**src/rtl/shared_alu_arbiter_if.sv**
```systemverilog
// Opcode package and bus interface for the shared ALU arbiter.
// SHARED_ALU_STATS_EN adds the per-core completion and wait counters to the bus.
package shared_alu_pkg;
  typedef enum logic [2:0] {
    clr_alu = 3'd0,
    add_alu = 3'd1,
    sub_alu = 3'd2,
    mul_alu = 3'd3,
    inc_alu = 3'd4,
    and_alu = 3'd5,
    or_alu  = 3'd6,
    xor_alu = 3'd7
  } alu_op_t;
endpackage

interface shared_alu_arbiter_if #(
  parameter int WIDTH = 12,
  parameter int N_REQ = 4
);
  import shared_alu_pkg::*;

  logic [N_REQ-1:0] req;
  alu_op_t          op_in [N_REQ];
  logic [WIDTH-1:0] a_in  [N_REQ];
  logic [WIDTH-1:0] b_in  [N_REQ];
  logic [N_REQ-1:0] grant;
  logic [N_REQ-1:0] done;
  logic [WIDTH-1:0] result;
  logic [WIDTH-1:0] alu_a;
  logic [WIDTH-1:0] alu_b;
  alu_op_t          alu_op;
  logic [WIDTH-1:0] alu_c;
  logic             busy;
`ifdef SHARED_ALU_STATS_EN
  logic [15:0]      grant_cnt [N_REQ];
  logic [15:0]      wait_cycles;

  modport slave (
    input  req, op_in, a_in, b_in, alu_c,
    output grant, done, result, alu_a, alu_b, alu_op, busy, grant_cnt, wait_cycles
  );
  modport master (
    output req, op_in, a_in, b_in, alu_c,
    input  grant, done, result, alu_a, alu_b, alu_op, busy, grant_cnt, wait_cycles
  );
`else
  modport slave (
    input  req, op_in, a_in, b_in, alu_c,
    output grant, done, result, alu_a, alu_b, alu_op, busy
  );
  modport master (
    output req, op_in, a_in, b_in, alu_c,
    input  grant, done, result, alu_a, alu_b, alu_op, busy
  );
`endif
endinterface

```
**src/rtl/shared_alu_arbiter.sv**
```systemverilog
// Round-robin arbiter time-sharing one combinational ALU between N_REQ cores.
// Optional SHARED_ALU_STATS_EN adds grant_cnt / wait_cycles counters.
//
// state | meaning
// IDLE  | waiting for a request; winner latched on the exit edge
// EXEC  | operands frozen on the ALU, cnt counts down the op latency
// RESP  | done pulses for the owner, grant still high
module shared_alu_arbiter
  import shared_alu_pkg::*;
#(
  parameter int WIDTH      = 12,
  parameter int N_REQ      = 4,
  parameter int MUL_CYCLES = 2
) (
  input  logic                clk,
  input  logic                rst,
  shared_alu_arbiter_if.slave bus
);

  localparam int IDX_W = $clog2(N_REQ);
  localparam int CNT_W = (MUL_CYCLES > 1) ? $clog2(MUL_CYCLES) : 1;

  typedef enum logic [1:0] {IDLE, EXEC, RESP} state_t;

  state_t           state, state_nxt;
  logic [IDX_W-1:0] rr_ptr;
  logic [IDX_W-1:0] owner;
  logic [IDX_W-1:0] pick_idx;
  logic             pick_valid;
  logic [CNT_W-1:0] cnt;
  logic [N_REQ-1:0] grant_r;
  logic [N_REQ-1:0] done_r;
  logic [WIDTH-1:0] result_r;
  logic [WIDTH-1:0] alu_a_r;
  logic [WIDTH-1:0] alu_b_r;
  alu_op_t          alu_op_r;
  logic             busy_c;

  always_ff @(posedge clk) begin
    if (rst) state <= IDLE;
    else     state <= state_nxt;
  end

  // First requester at or above rr_ptr, wrapping around
  always_comb begin
    int j;
    logic [IDX_W-1:0] jj;
    pick_valid = 1'b0;
    pick_idx   = '0;
    j          = 0;
    jj         = '0;
    for (int k = 0; k < N_REQ; k++) begin
      j = int'(rr_ptr) + k;
      if (j >= N_REQ) j = j - N_REQ;
      jj = IDX_W'(j);
      if (!pick_valid && bus.req[jj]) begin
        pick_valid = 1'b1;
        pick_idx   = jj;
      end
    end
  end

  always_comb begin
    state_nxt = state;
    case (state)
      IDLE:    if (pick_valid) state_nxt = EXEC;
      EXEC:    if (cnt == '0) state_nxt = RESP;
      RESP:    state_nxt = IDLE;
      default: state_nxt = IDLE;
    endcase
  end

  always_ff @(posedge clk) begin
    if (rst) begin
      rr_ptr   <= '0;
      owner    <= '0;
      cnt      <= '0;
      grant_r  <= '0;
      done_r   <= '0;
      result_r <= '0;
      alu_a_r  <= '0;
      alu_b_r  <= '0;
      alu_op_r <= clr_alu;
    end else begin
      done_r <= '0;
      case (state)
        IDLE: begin
          if (pick_valid) begin
            alu_op_r <= bus.op_in[pick_idx];
            alu_a_r  <= bus.a_in[pick_idx];
            alu_b_r  <= bus.b_in[pick_idx];
            grant_r  <= N_REQ'(1) << pick_idx;
            owner    <= pick_idx;
            cnt      <= (bus.op_in[pick_idx] == mul_alu) ? CNT_W'(MUL_CYCLES - 1) : '0;
          end else begin
            alu_op_r <= clr_alu;
            grant_r  <= '0;
          end
        end
        EXEC: begin
          if (cnt == '0) begin
            result_r <= bus.alu_c;
            done_r   <= grant_r;
          end else begin
            cnt <= cnt - 1'b1;
          end
        end
        RESP: begin
          grant_r <= '0;
          rr_ptr  <= (owner == IDX_W'(N_REQ - 1)) ? '0 : owner + 1'b1;
        end
        default: ;
      endcase
    end
  end

  always_comb begin
    busy_c = (state != IDLE);
  end

  assign bus.grant  = grant_r;
  assign bus.done   = done_r;
  assign bus.result = result_r;
  assign bus.alu_a  = alu_a_r;
  assign bus.alu_b  = alu_b_r;
  assign bus.alu_op = alu_op_r;
  assign bus.busy   = busy_c;

`ifdef SHARED_ALU_STATS_EN
  logic [15:0] grant_cnt_r [N_REQ];
  logic [15:0] wait_r;

  // Idle cycles count toward wait_cycles too: grant is 0 there
  always_ff @(posedge clk) begin
    if (rst) begin
      for (int i = 0; i < N_REQ; i++) grant_cnt_r[i] <= '0;
      wait_r <= '0;
    end else begin
      if (state == RESP && grant_cnt_r[owner] != 16'hFFFF)
        grant_cnt_r[owner] <= grant_cnt_r[owner] + 16'd1;
      if ((bus.req & ~grant_r) != '0 && wait_r != 16'hFFFF)
        wait_r <= wait_r + 16'd1;
    end
  end

  assign bus.grant_cnt   = grant_cnt_r;
  assign bus.wait_cycles = wait_r;
`endif

endmodule

```
**src/flat_wrapper.sv**
```systemverilog
// flat-port wrapper written by rule: the top's interface ports become plain ports
module shared_alu_arbiter_flat import shared_alu_pkg::*;
#(
  parameter int WIDTH      = 12,
  parameter int N_REQ      = 4,
  parameter int MUL_CYCLES = 2
)
  (clk, rst, bus_req, bus_op_in, bus_a_in, bus_b_in, bus_alu_c, bus_grant, bus_done, bus_result, bus_alu_a, bus_alu_b, bus_alu_op, bus_busy);
  shared_alu_arbiter_if #(.WIDTH(WIDTH), .N_REQ(N_REQ)) bus_i ();
  input  logic clk;
  input  logic rst;
  input wire logic [$bits(bus_i.req)-1:0] bus_req;
  input wire logic [$bits(bus_i.op_in)-1:0] bus_op_in;
  input wire logic [$bits(bus_i.a_in)-1:0] bus_a_in;
  input wire logic [$bits(bus_i.b_in)-1:0] bus_b_in;
  input wire logic [$bits(bus_i.alu_c)-1:0] bus_alu_c;
  output wire logic [$bits(bus_i.grant)-1:0] bus_grant;
  output wire logic [$bits(bus_i.done)-1:0] bus_done;
  output wire logic [$bits(bus_i.result)-1:0] bus_result;
  output wire logic [$bits(bus_i.alu_a)-1:0] bus_alu_a;
  output wire logic [$bits(bus_i.alu_b)-1:0] bus_alu_b;
  output wire logic [$bits(bus_i.alu_op)-1:0] bus_alu_op;
  output wire logic [$bits(bus_i.busy)-1:0] bus_busy;
  assign bus_i.req = bus_req;
  assign bus_i.op_in = {>>{bus_op_in}};
  assign bus_i.a_in = {>>{bus_a_in}};
  assign bus_i.b_in = {>>{bus_b_in}};
  assign bus_i.alu_c = bus_alu_c;
  assign bus_grant = bus_i.grant;
  assign bus_done = bus_i.done;
  assign bus_result = bus_i.result;
  assign bus_alu_a = bus_i.alu_a;
  assign bus_alu_b = bus_i.alu_b;
  assign bus_alu_op = bus_i.alu_op;
  assign bus_busy = bus_i.busy;
  shared_alu_arbiter #(.WIDTH(WIDTH), .N_REQ(N_REQ), .MUL_CYCLES(MUL_CYCLES)) u_core (.clk(clk), .rst(rst), .bus(bus_i));
endmodule
```
**config.mk**
```make
export PLATFORM = sky130hd
export DESIGN_NAME = shared_alu_arbiter_flat
export DESIGN_NICKNAME = d
export VERILOG_FILES = /design/src/rtl/shared_alu_arbiter_if.sv /design/src/rtl/shared_alu_arbiter.sv /design/src/flat_wrapper.sv
export SDC_FILE = /design/constraint.sdc
export NUM_CORES = 1
export LEC_CHECK = 0
export ABC_AREA = 1
export BUFFER_PORTS_ARGS = -buffer_cell sky130_fd_sc_hd__buf_2
export CORE_ASPECT_RATIO = 1.5
export CORE_MARGIN = 3
export CORE_UTILIZATION = 40
export CTS_BUF_LIST = sky130_fd_sc_hd__clkbuf_16
export CTS_CLUSTER_DIAMETER = 50
export DETAILED_ROUTE_END_ITERATION = 7
export GPL_TIMING_DRIVEN = 0
export HOLD_SLACK_MARGIN = 0.05
export PLACE_DENSITY = 0.79
export SLEW_MARGIN = 5
export SYNTH_ARGS = -nofsm -noshare
export SYNTH_HDL_FRONTEND = slang
export SYNTH_SLANG_ARGS = --single-unit
```
**constraint.sdc**
```tcl
create_clock -name clk -period 4.7 [get_ports clk]
set_input_delay 0.47 -clock clk [delete_from_list [all_inputs] [get_ports clk]]
set_output_delay 0.47 -clock clk [all_outputs]
set_load 0.02 [all_outputs]
```
After elaboration in Yosys (flattened, before gate mapping)
Index checks and enable logic that the tools add are counted.
{ "word_totals": {"elab_cells": 93, "memories": 0, "register_bits": 54, "ram_bits": 0, "romBits": 0, "latch_bits": 0} }
{ "classes": {"n_mul": 0, "magnitude_cmp": 9, "n_mux": 40, "n_eq_ne": 6, "div_mod_pow": 0, "n_bitwise": 3, "add_sub_neg": 9, "n_reduce_logical": 15, "shifts": 1} }
{ "ops": {"columns": ["operator", "count"], "rows": [
  ["$bmux W12 S2", 2],
  ["$mux W12", 4],
  ["$mux W2", 11],
  ["$ge A3 B3 Y1 const B", 4],
  ["$lt A2 B3 Y1 const B", 4],
  ["$mux W1", 11],
  ["$mux W3", 3],
  ["$bmux W1 S2", 4],
  ["$pmux W4 S2", 1],
  ["$reduce_and A2 Y1", 4],
  ["$sub A2 B1 Y2 const B", 4],
  ["$add A2 B2 Y3 const B", 2],
  ["$bmux W3 S2", 1],
  ["$reduce_bool A2 Y1", 3],
  ["$eq A2 B2 Y1 const B", 2],
  ["$mux W4", 1],
  ["$pmux W2 S2", 1],
  ["$shl A1 B2 Y4 const A", 1],
  ["$add A2 B1 Y3 const B", 1],
  ["$eq A3 B2 Y1 const B", 1],
  ["$ge A2 B3 Y1 const B", 1],
  ["$logic_and A1 B1 Y1", 3],
  ["$logic_not A1 Y1", 3],
  ["$not A2 Y3", 1],
  ["9 further kinds", 10]
]} }

Longest topological paths before layout
Gate-level depths: netlist (run 1).
{ "logic_depth": {"ltp_word": 22, "ltp_mapped": 18, "ltp_nobuf": 15} }

Least setup slack after synthesis (run 1)
OpenSTA, ideal clock, no wires.
{ "synth_timing": {"path_type": "input -> register", "startpoint": "in bus_req[3]", "endpoint": "reg u_core.alu_a_r[10], in the netlist u_core.bus.alu_a[10]", "path_buffers": 2, "slack_ns": 2.836, "cell_stages": 14, "setup_ns": 0.109, "t_required_ns": 4.591, "arrival_ns": 1.755, "cell_sequence": "inv_1 > nand2_1 > nand3_1 > nand2_2 > nor2_4 > nand3_4 > nand3_2 > inv_2 > clkbuf_2 > buf_6 > o21ai_1 > o211ai_1 > nand2_1 > inv_1"} }
{ "synth_via": {"elab_chain_cells": 16, "word_cells_on_any_way": 27, "cone_classes": "mux (19); bitwise (1); reduce/logical (7)"} }
{ "synth_rtl": {"columns": ["item", "line", "text"], "rows": [
  ["start: declaration", "flat_wrapper.sv:12", "input wire logic [$bits(bus_i.req)-1:0] bus_req;"],
  ["$bmux W1 S2", "shared_alu_arbiter.sv:56", "if (!pick_valid && bus.req[jj]) begin"],
  ["$mux W1 (not written as such)", "shared_alu_arbiter.sv:56", null],
  ["$mux W1", "shared_alu_arbiter.sv:56", null],
  ["$logic_not A1 Y1", "shared_alu_arbiter.sv:56", null],
  ["$logic_and A1 B1 Y1", "shared_alu_arbiter.sv:56", null],
  ["$mux W1", "shared_alu_arbiter.sv:56", null],
  ["$logic_not A1 Y1", "shared_alu_arbiter.sv:56", null],
  ["$logic_and A1 B1 Y1", "shared_alu_arbiter.sv:56", null],
  ["$mux W1", "shared_alu_arbiter.sv:56", null],
  ["$logic_not A1 Y1", "shared_alu_arbiter.sv:56", null],
  ["$logic_and A1 B1 Y1", "shared_alu_arbiter.sv:56", null],
  ["$mux W2", "shared_alu_arbiter.sv:56", null],
  ["$not A2 Y3 (not written as such)", "shared_alu_arbiter.sv:90", "alu_a_r <= bus.a_in[pick_idx];"],
  ["$bmux W12 S2", "shared_alu_arbiter.sv:90", null],
  ["$mux W12 (not written as such) (2 in a row)", "shared_alu_arbiter.sv:90", null],
  ["end signal: assignment", "shared_alu_arbiter.sv:90", null],
  ["end: declaration", "shared_alu_arbiter.sv:34", "logic [WIDTH-1:0] alu_a_r;"]
]} }
Parallel ways exist; a longest one is shown, timed or not. The select of a mux whose other input is x is not followed.
A chain may end at the register's enable or synchronous reset.

Worst setup path in the final report (run 1)
{ "layout_timing": {"startpoint": "reg u_core.rr_ptr[0]", "endpoint": "reg u_core.alu_b_r[4], in the netlist u_core.bus.alu_b[4]"} }
{ "layout_via": {"elab_chain_cells": 18, "word_cells_on_any_way": 42, "cone_classes": "add/sub (7); order compare (4); mux (23); bitwise (1); reduce/logical (7)"} }
{ "layout_rtl": {"columns": ["item", "line", "text"], "rows": [
  ["start: declaration", "shared_alu_arbiter.sv:26", "logic [IDX_W-1:0] rr_ptr;"],
  ["start signal: assignment", "shared_alu_arbiter.sv:110", "rr_ptr <= (owner == IDX_W'(N_REQ - 1)) ? '0 : owner + 1'b1;"],
  ["branches (longest 18 deep; another with $add A2 B1 Y3)", null, null],
  ["end signal: assignment", "shared_alu_arbiter.sv:91", "alu_b_r <= bus.b_in[pick_idx];"],
  ["end: declaration", "shared_alu_arbiter.sv:35", "logic [WIDTH-1:0] alu_b_r;"]
]} }
Parallel ways; which one is timed is not known. The select of a mux whose other input is x is not followed.

==> out/summary.log, run 1 <==
INFO  clock_network  post_cts_buffers=0
INFO  global_routing initial_antenna_violation_count=0
INFO  synthesis      synth_top_family_by_area=simple AND/OR/NAND/NOR gates
INFO  synthesis      synth_top_cell_area_share=0.341
INFO  worst_setup_path worst_ep_required_time=4.94ns
INFO  synthesis      yosys_register_bits=54
INFO  synthesis      post_synth_mux_area_share=0
INFO  detailed_routing drt-total-wl=10.3mm
INFO  power          irDropWorstVdd=0.251mV
INFO  global_routing grt_start_max_net_pins=18
INFO  status         run_status=finished clean
INFO  clock_network  tritoncts=yes
INFO  clock_network  ctsResizeCount=0
INFO  synthesis      synth-seq-area-share=0.341
INFO  worst_setup_path arrival=2.53ns
INFO  final_layout   finalNetCount=818
INFO  clock_network  cts_max_path_buffers=2
INFO  synthesis      yosysTopAreaCell=dfxtp_1
INFO  timing         fin_crit=2.29ns
INFO  hold_path      worst_hold_path_type=in -> reg
INFO  clock_network  clock_insertion_delay_worst_skew=0.29ns
INFO  global_routing wire_length_of_the_first_global_routing_pass=16.3mm
INFO  timing         worst-slew-pin-transition=0.519ns
INFO  timing         timing_max_transition_violations_final=0
INFO  synthesis      netlist_instances=512
INFO  detailed_routing initialDrtViolationCount=219
INFO  final_layout   layout-area-overhead-vs-synth=35.8%
INFO  synthesis      netlist_area=0.00317sqmm
INFO  die            floorplan.die_area=0.00905sqmm
INFO  detailed_routing drt_pre_antenna_iters=4
INFO  detailed_routing post_drt_via_cell_ratio=4.81
INFO  detailed_routing ant_nets=0
INFO  final_layout   most_used_cells_in_the_layout_excluding_fill_and_tap_cells=buf_2, nor2_1, nand2_1
INFO  worst_setup_path cp_max_fo=10
INFO  worst_setup_path critical_path_cell_list=buf_6 -> inv_6 -> nand2_1 -> nand3_1 -> nand2_2 -> nor2_4 -> nand3_1 -> nand2_2 -> clkbuf_1 -> o21ai_0 -> o211ai_1 -> nand2_1 -> inv_1
INFO  timing         finalSetupViolations=0
INFO  clock_network  post_cts_hold_buffer_count=0
INFO  die            core-area=0.00766sqmm
INFO  final_layout   postLayoutCoreUtil=0.562
INFO  worst_setup_path kind_of_start_point_of_the_critical_path=register
INFO  synthesis      postSynthAreaPerCell=6.19squm
INFO  die            die_h=115um
INFO  synthesis      post_synth_num_cell_types=23
INFO  power          static-leakage-power=2.36nW
INFO  final_layout   most_common_cell_after_layout_fill_and_taps_aside=buf_2
INFO  worst_setup_path critPathMaxStageDelay=0.36ns
INFO  worst_setup_path critPathCaptureType=register
INFO  detailed_routing routedWlPerCell=13.0um
INFO  final_layout   insertedDiodeCount=0
INFO  place          gp_congestion=0.869
INFO  run            maxCapViolCount=0
INFO  die            floorplan.die.width=78.7um
INFO  synthesis      syn_nets=639
INFO  place          total_half_perimeter_wirelength_after_legalization_and_detailed_placement=8.40mm
INFO  synthesis      synth-simple-area-share=0.356
INFO  detailed_routing vias=3,819
INFO  power          power-per-cell-area=528mW/mm^2
INFO  timing         fin_worst_skew=0.0102ns
INFO  timing         unrepaired_setup_endpoints_after_global_routing=false
INFO  worst_setup_path worstSetupPathType=reg -> reg
INFO  clock_network  numClockSinks=54
INFO  worst_setup_path cp_top_family=simple AND/OR/NAND/NOR gates
INFO  die            num_rows=39
INFO  synthesis      synth_area_leaders=dfxtp_1, nor2_1, nand2_1
INFO  clock_network  root_buffer=clkbuf_16
INFO  timing         hold_violations=0
INFO  final_layout   layout-drive-gt1-share=0.318
INFO  detailed_routing drc=0
INFO  clock_network  cts_buffers=5
INFO  clock_network  htree_levels=2
INFO  place          buffer_ports.inserted=172
INFO  synthesis      yosys_warnings=0
INFO  timing         max_freq=436MHz
INFO  global_routing aggregate_global_route_resource_usage=0.225
INFO  timing         fin_worst_hold_slack=0.402ns
INFO  clock_network  cts.clk_slew.worst_paths=0.07ns
INFO  global_routing global_route.overflow_total=0
INFO  synthesis      synth_compound_gate_area_share=0.178
INFO  timing         post-route-period-util=0.488
INFO  synthesis      post_synth_xor_area_fraction=0
INFO  die            initial_utilization=0.414
INFO  global_routing grt_pass1_vias=3,624
INFO  worst_setup_path crit_buf_inv=4
INFO  timing         relative_slew_margins=0.654
INFO  worst_setup_path cp_slowest_cell=clkbuf_1
INFO  synthesis      yosys.area_share.adder=0.00395
INFO  timing         finalSetupTns=0ns
INFO  die            design.portCount=174
==> cells by family after synthesis <==
kind of cell / count (synthesis)
flops: 54
compound gates: 100
buf+inv: 83
fa+ha+maj: 1
simple gates: 274
==> routing by layer <==
layer	track usage	vias up	routed length [um]
li1	-	1976	-
met1	0.253	1703	4090
met2	0.420	122	5410
met3	0.0298	18	504
met4	0.0898	0	278
met5	0	-	0
==> synth_stat cells <==
cell	instances
nor2_1	158
nand2_1	80
dfxtp_1	54
inv_1	48
o21ai_0	44
o211ai_1	24
o21ai_1	20
nand3_1	15
a21oi_1	11
clkbuf_1	11
buf_2	10
nand2_2	8
buf_6	7
nand4_1	6
inv_2	5
nand3_2	3
nor2_2	2
a21oi_2	1
clkbuf_2	1
ha_1	1
inv_6	1
nand3_4	1
nor2_4	1
==> report_power, final <==
group          total, mW  internal, mW  switching [mW]
Clock              0.362         0.198           0.164
Combinational       1.25         0.433           0.818
Sequential         0.658         0.586          0.0715
==> layout make-up <==
class                           instances  area, sq um
Fill cell                             781         3360
Multi-Input combinational cell        375         1700
Sequential cell                        54         1080
Timing Repair Buffer                  172          861
Inverter                               54          208
Buffer                                 29          175
Tap cell                              102          128
Clock buffer                            5          125
Clock inverter                          3         21.3
==> sequential cells by signal, indices dropped and copies added (netlist names) <==
name	count
u_core.bus.alu_op	3
u_core.cnt	1
u_core.bus.result	12
u_core.rr_ptr	2
u_core.state	2
u_core.bus.done	4
u_core.owner	2
u_core.bus.grant	4
u_core.bus.alu_b	12
u_core.bus.alu_a	12
==> worst register-to-register path, cell delays in order (launching register included) <==
cell	delay (ns)
dfxtp_1	0.31
buf_6	0.14
inv_6	0.09
nand2_1	0.07
nand3_1	0.11
nand2_2	0.10
nor2_4	0.17
nand3_1	0.10
nand2_2	0.22
clkbuf_1	0.37
o21ai_0	0.23
o211ai_1	0.21
nand2_1	0.07
inv_1	0.05
==> stage by stage <==
| step | instances | cell area, sq um | worst slack [ns] | total power [mW] |
|---|---|---|---|---|
| finish | 794 | 4300 | 2.41 | 2.27 |
| detailed placement | 786 | 4160 | 2.32 | 1.92 |
| global route | 794 | 4300 | 2.16 | 2.46 |
| global placement | 786 | 4160 | 2.41 | 1.88 |
| CTS | 794 | 4300 | 2.41 | 2.28 |
| floorplan | 512 | 3170 | 2.84 | 1.52 |
==> worst paths after layout <==
| kind | start | endpoint | slack, ns | cells past startpoint |
|---|---|---|---|---|
| min reg2reg | u_core.bus.grant[2]$_SDFFE_PP0P_ | u_core.bus.done[2]$_SDFF_PP0_ | 0.46 | 2 |
| max | u_core.rr_ptr[0]$_SDFFE_PP0P_ | u_core.bus.alu_b[4]$_SDFFE_PP0P_ | 2.41 | 13 |
| max reg2reg | u_core.rr_ptr[0]$_SDFFE_PP0P_ | u_core.bus.alu_b[4]$_SDFFE_PP0P_ | 2.41 | 13 |
| min | bus_alu_c[8] | u_core.bus.result[8]$_SDFFE_PP0P_ | 0.40 | 3 |
Note: power is estimated with default switching activity, not from simulation.
==> inputs of run 2 (changes only) <==
--- a/config.mk
+++ b/config.mk
@@ -15,7 +15,7 @@
 export DETAILED_ROUTE_END_ITERATION = 7
 export GPL_TIMING_DRIVEN = 0
 export HOLD_SLACK_MARGIN = 0.05
-export PLACE_DENSITY = 0.79
+export PLACE_DENSITY = 0.82
 export SLEW_MARGIN = 5
 export SYNTH_ARGS = -nofsm -noshare
 export SYNTH_HDL_FRONTEND = slang
==> constraint.sdc (replaced) <==
create_clock -name clk -period 2.02 [get_ports clk]
set_input_delay 0.202 -clock clk [delete_from_list [all_inputs] [get_ports clk]]
set_output_delay 0.202 -clock clk [all_outputs]
set_load 0.02 [all_outputs]
==> out/summary.log, run 2 (synthesis results as in run 1) <==
INFO  detailed_routing drt-total-wl=11.1mm [+8.0%]
INFO  final_layout   nFillCells=715 [-8.5%]
INFO  timing         relative_slew_margins=0.679 [+0.0248]
INFO  run            maxCapViolCount=0 [unchanged]
INFO  clock_network  clock_insertion_delay_worst_skew=0.29ns [about the same]
INFO  global_routing initial_antenna_violation_count=0 [unchanged]
INFO  worst_setup_path cp_slowest_cell=dfxtp_2
INFO  worst_setup_path critical_path_cell_list=buf_6 -> inv_8 -> nand2_2 -> nand3_2 -> nand2_2 -> nor2_4 -> nand3_4 -> nand3_4 -> inv_2 -> clkbuf_8 -> buf_8 -> o21ai_1 -> o211ai_1 -> nand2_1 -> inv_1
INFO  clock_network  htree_levels=2 [unchanged]
INFO  worst_setup_path critPathMaxStageDelay=0.33ns [-0.03 ns]
INFO  final_layout   most_common_cell_after_layout_fill_and_taps_aside=buf_2
INFO  global_routing grt_start_max_net_pins=19 [+1]
INFO  place          gp_congestion=0.886 [+1.9%]
INFO  worst_setup_path kind_of_start_point_of_the_critical_path=register
INFO  timing         timing_max_transition_violations_final=0 [unchanged]
INFO  timing         finalWorstSetupSlack=-0.0491ns [-2.46 ns]
INFO  timing         fin_worst_skew=0.00444ns [-0.00578 ns]
INFO  worst_setup_path worst_ep_required_time=2.21ns [-2.73 ns]
INFO  clock_network  cts_buffers=5 [unchanged]
INFO  die            num_rows=39 [unchanged]
INFO  final_layout   area_taken_by_flip_flops_and_latches=0.00109sqmm [+0.46%]
INFO  hold_path      holdPathEnd=u_core.bus.result[3]$_SDFFE_PP0P_
INFO  clock_network  cts_max_path_buffers=2 [unchanged]
INFO  global_routing wire_length_of_the_first_global_routing_pass=16.5mm [+1.1%]
INFO  power          irDropWorstVdd=0.690mV [+170%]
INFO  detailed_routing ant_nets=0 [unchanged]
INFO  final_layout   layout-drive-gt1-share=0.385 [+0.0674]
INFO  timing         fin_worst_hold_slack=0.132ns [-0.269 ns]
INFO  worst_setup_path cp_max_fo=10 [unchanged]
INFO  place          buffer_ports.inserted=172 [unchanged]
INFO  final_layout   multi_input_area=0.00185sqmm [+8.4%]
INFO  detailed_routing initialDrtViolationCount=244 [+11%]
INFO  detailed_routing vias=3,994 [+4.6%]
INFO  die            design.portCount=174 [unchanged]
INFO  worst_setup_path arrival=2.26ns [-0.27 ns]
INFO  timing         finalSetupTns=-0.143ns [-0.143 ns]
INFO  timing         post-route-period-util=1.02 [+0.537]
INFO  clock_network  root_buffer=clkbuf_16
INFO  timing         worst-slew-pin-transition=0.482ns [-0.0373 ns]
INFO  worst_setup_path critPathCaptureType=register
INFO  final_layout   final_design_area_no_fill=0.00468sqmm [+8.8%]
INFO  die            initial_utilization=0.414 [unchanged]
INFO  timing         max_freq=483MHz [+11%]
INFO  hold_path      worst_hold_path_type=in -> reg
INFO  clock_network  numClockSinks=54 [unchanged]
INFO  detailed_routing drc=0 [unchanged]
INFO  power          static-leakage-power=2.52nW [+6.5%]
INFO  detailed_routing post_drt_via_cell_ratio=4.94 [+2.8%]
INFO  hold_path      min_from=bus_alu_c[3]
INFO  die            core-area=0.00766sqmm [unchanged]
INFO  clock_network  cts.clk_slew.worst_paths=0.07ns [about the same]
INFO  timing         unrepaired_setup_endpoints_after_global_routing=true
INFO  final_layout   finalNetCount=832 [+1.7%]
INFO  final_layout   layout-area-overhead-vs-synth=47.8%
INFO  detailed_routing drt_pre_antenna_iters=5 [+1]
INFO  die            floorplan.die_area=0.00905sqmm [unchanged]
INFO  worst_setup_path reg2reg_start=u_core.rr_ptr[0]$_SDFFE_PP0P_
INFO  place          total_half_perimeter_wirelength_after_legalization_and_detailed_placement=8.42mm [+0.23%]
INFO  timing         hold_violations=0 [unchanged]
INFO  hold_path      hold_path_depth=3 [unchanged]
INFO  worst_setup_path crit-reg2reg-capture=u_core.bus.alu_b[5]$_SDFFE_PP0P_
INFO  worst_setup_path rrSetupSlack=-0.05ns [-2.46 ns]
INFO  worst_setup_path crit_buf_inv=6 [+2]
INFO  global_routing global_route.overflow_total=0 [unchanged]
INFO  timing         finalSetupViolations=9 [+9]
INFO  power          power-per-cell-area=1240mW/mm^2 [+140%]
INFO  worst_setup_path worstSetupPathType=reg -> reg
INFO  final_layout   insertedDiodeCount=0 [unchanged]
INFO  timing         fin_crit=2.07ns [-0.224 ns]
INFO  place          post_dp_cell_area=0.00416sqmm [unchanged]
INFO  place          dpl_worst_slack=-0.232ns [-2.55 ns]
INFO  detailed_routing routedWlPerCell=13.8um [+6.2%]
INFO  global_routing grt_pass1_vias=3,749 [+3.4%]
INFO  global_routing aggregate_global_route_resource_usage=0.224 [about the same]
INFO  status         violations_in_the_final_reports=setup timing
INFO  final_layout   most_used_cells_in_the_layout_excluding_fill_and_tap_cells=buf_2, nor2_1, nand2_1
INFO  worst_setup_path cell_count_of_the_worst_reg_to_reg_path=15 [+2]
INFO  die            floorplan.die.width=78.7um [unchanged]
INFO  status         run_status=complete, but fails checks
INFO  clock_network  tritoncts=yes
INFO  die            die_h=115um [unchanged]
INFO  worst_setup_path cp_top_family=simple AND/OR/NAND/NOR gates
INFO  final_layout   postLayoutCoreUtil=0.611 [+0.0496]
run 2: cell types whose count changed in the layout (fill, tap and decap cells not counted), sizes merged:
cell    change
buf        +12
clkbuf      +2
clkinv      -1
inv         +1
run 2: metal layers:
metal | wire length [um] | vias up | global-route usage
met5 | 0 | - | 0
met4 | 401 | 0 | 0.0933
met3 | 728 | 34 | 0.0408
met2 | 5890 | 154 | 0.429
met1 | 4100 | 1802 | 0.238
li1 | - | 2004 | -
run 2: timing repair:
action	in CTS	in global routing
endpoints found under the setup margin	31	33
hold buffers	0	0
setup buffers	3	7
gates resized for setup	26	48
cloned	2	2
pin swaps	3	12
run 2: power by group:
group          internal, mW  switching, mW
combinational          1.34           2.09
clock                 0.467          0.404
sequential             1.37          0.166
run 2: worst reg2reg max path, delay by kind of cell, from the launching register on:
family                 cells  cell delay [ns]
buffers and inverters      6             0.63
flip-flops                 1             0.33
AO/OA/AOI/OAI              2             0.27
AND/OR/NAND/NOR            7             0.74
run 2: how the worst max path moves through the flow:
stage	slack [ns]	to	start	depth (start not counted)
final	-0.05	u_core.bus.alu_b[5]$_SDFFE_PP0P_	u_core.rr_ptr[0]$_SDFFE_PP0P_	15
after floorplan	0.20	u_core.bus.alu_a[10]$_SDFFE_PP0P_	u_core.rr_ptr[0]$_SDFFE_PP0P_	15
after global routing	-0.19	u_core.bus.alu_a[1]$_SDFFE_PP0P_	u_core.rr_ptr[0]$_SDFFE_PP0P_	16
after detailed placement	-0.23	u_core.bus.alu_a[7]$_SDFFE_PP0P_	u_core.rr_ptr[0]$_SDFFE_PP0P_	14
after global placement	-0.17	u_core.bus.alu_a[7]$_SDFFE_PP0P_	u_core.rr_ptr[0]$_SDFFE_PP0P_	14
after CTS	-0.004	u_core.cnt$_SDFFE_PP0P_	u_core.rr_ptr[0]$_SDFFE_PP0P_	16
run 2: per-stage QoR:
step	instances	power (mW)
after CTS	799	5.52
after global placement	786	4.37
final	808	5.83
after global routing	808	6.23
after floorplan	512	3.55
after detailed placement	786	4.44
run 2: layout make-up:
class                   instances  area share
flip-flops and latches         54       0.232
repair buffers                186       0.220
inverters                      54      0.0449
well taps                     102      0.0273
clock buffers                   5      0.0267
plain buffers                  29      0.0492
multi-input cells             375       0.395
clock inverters                 3     0.00534
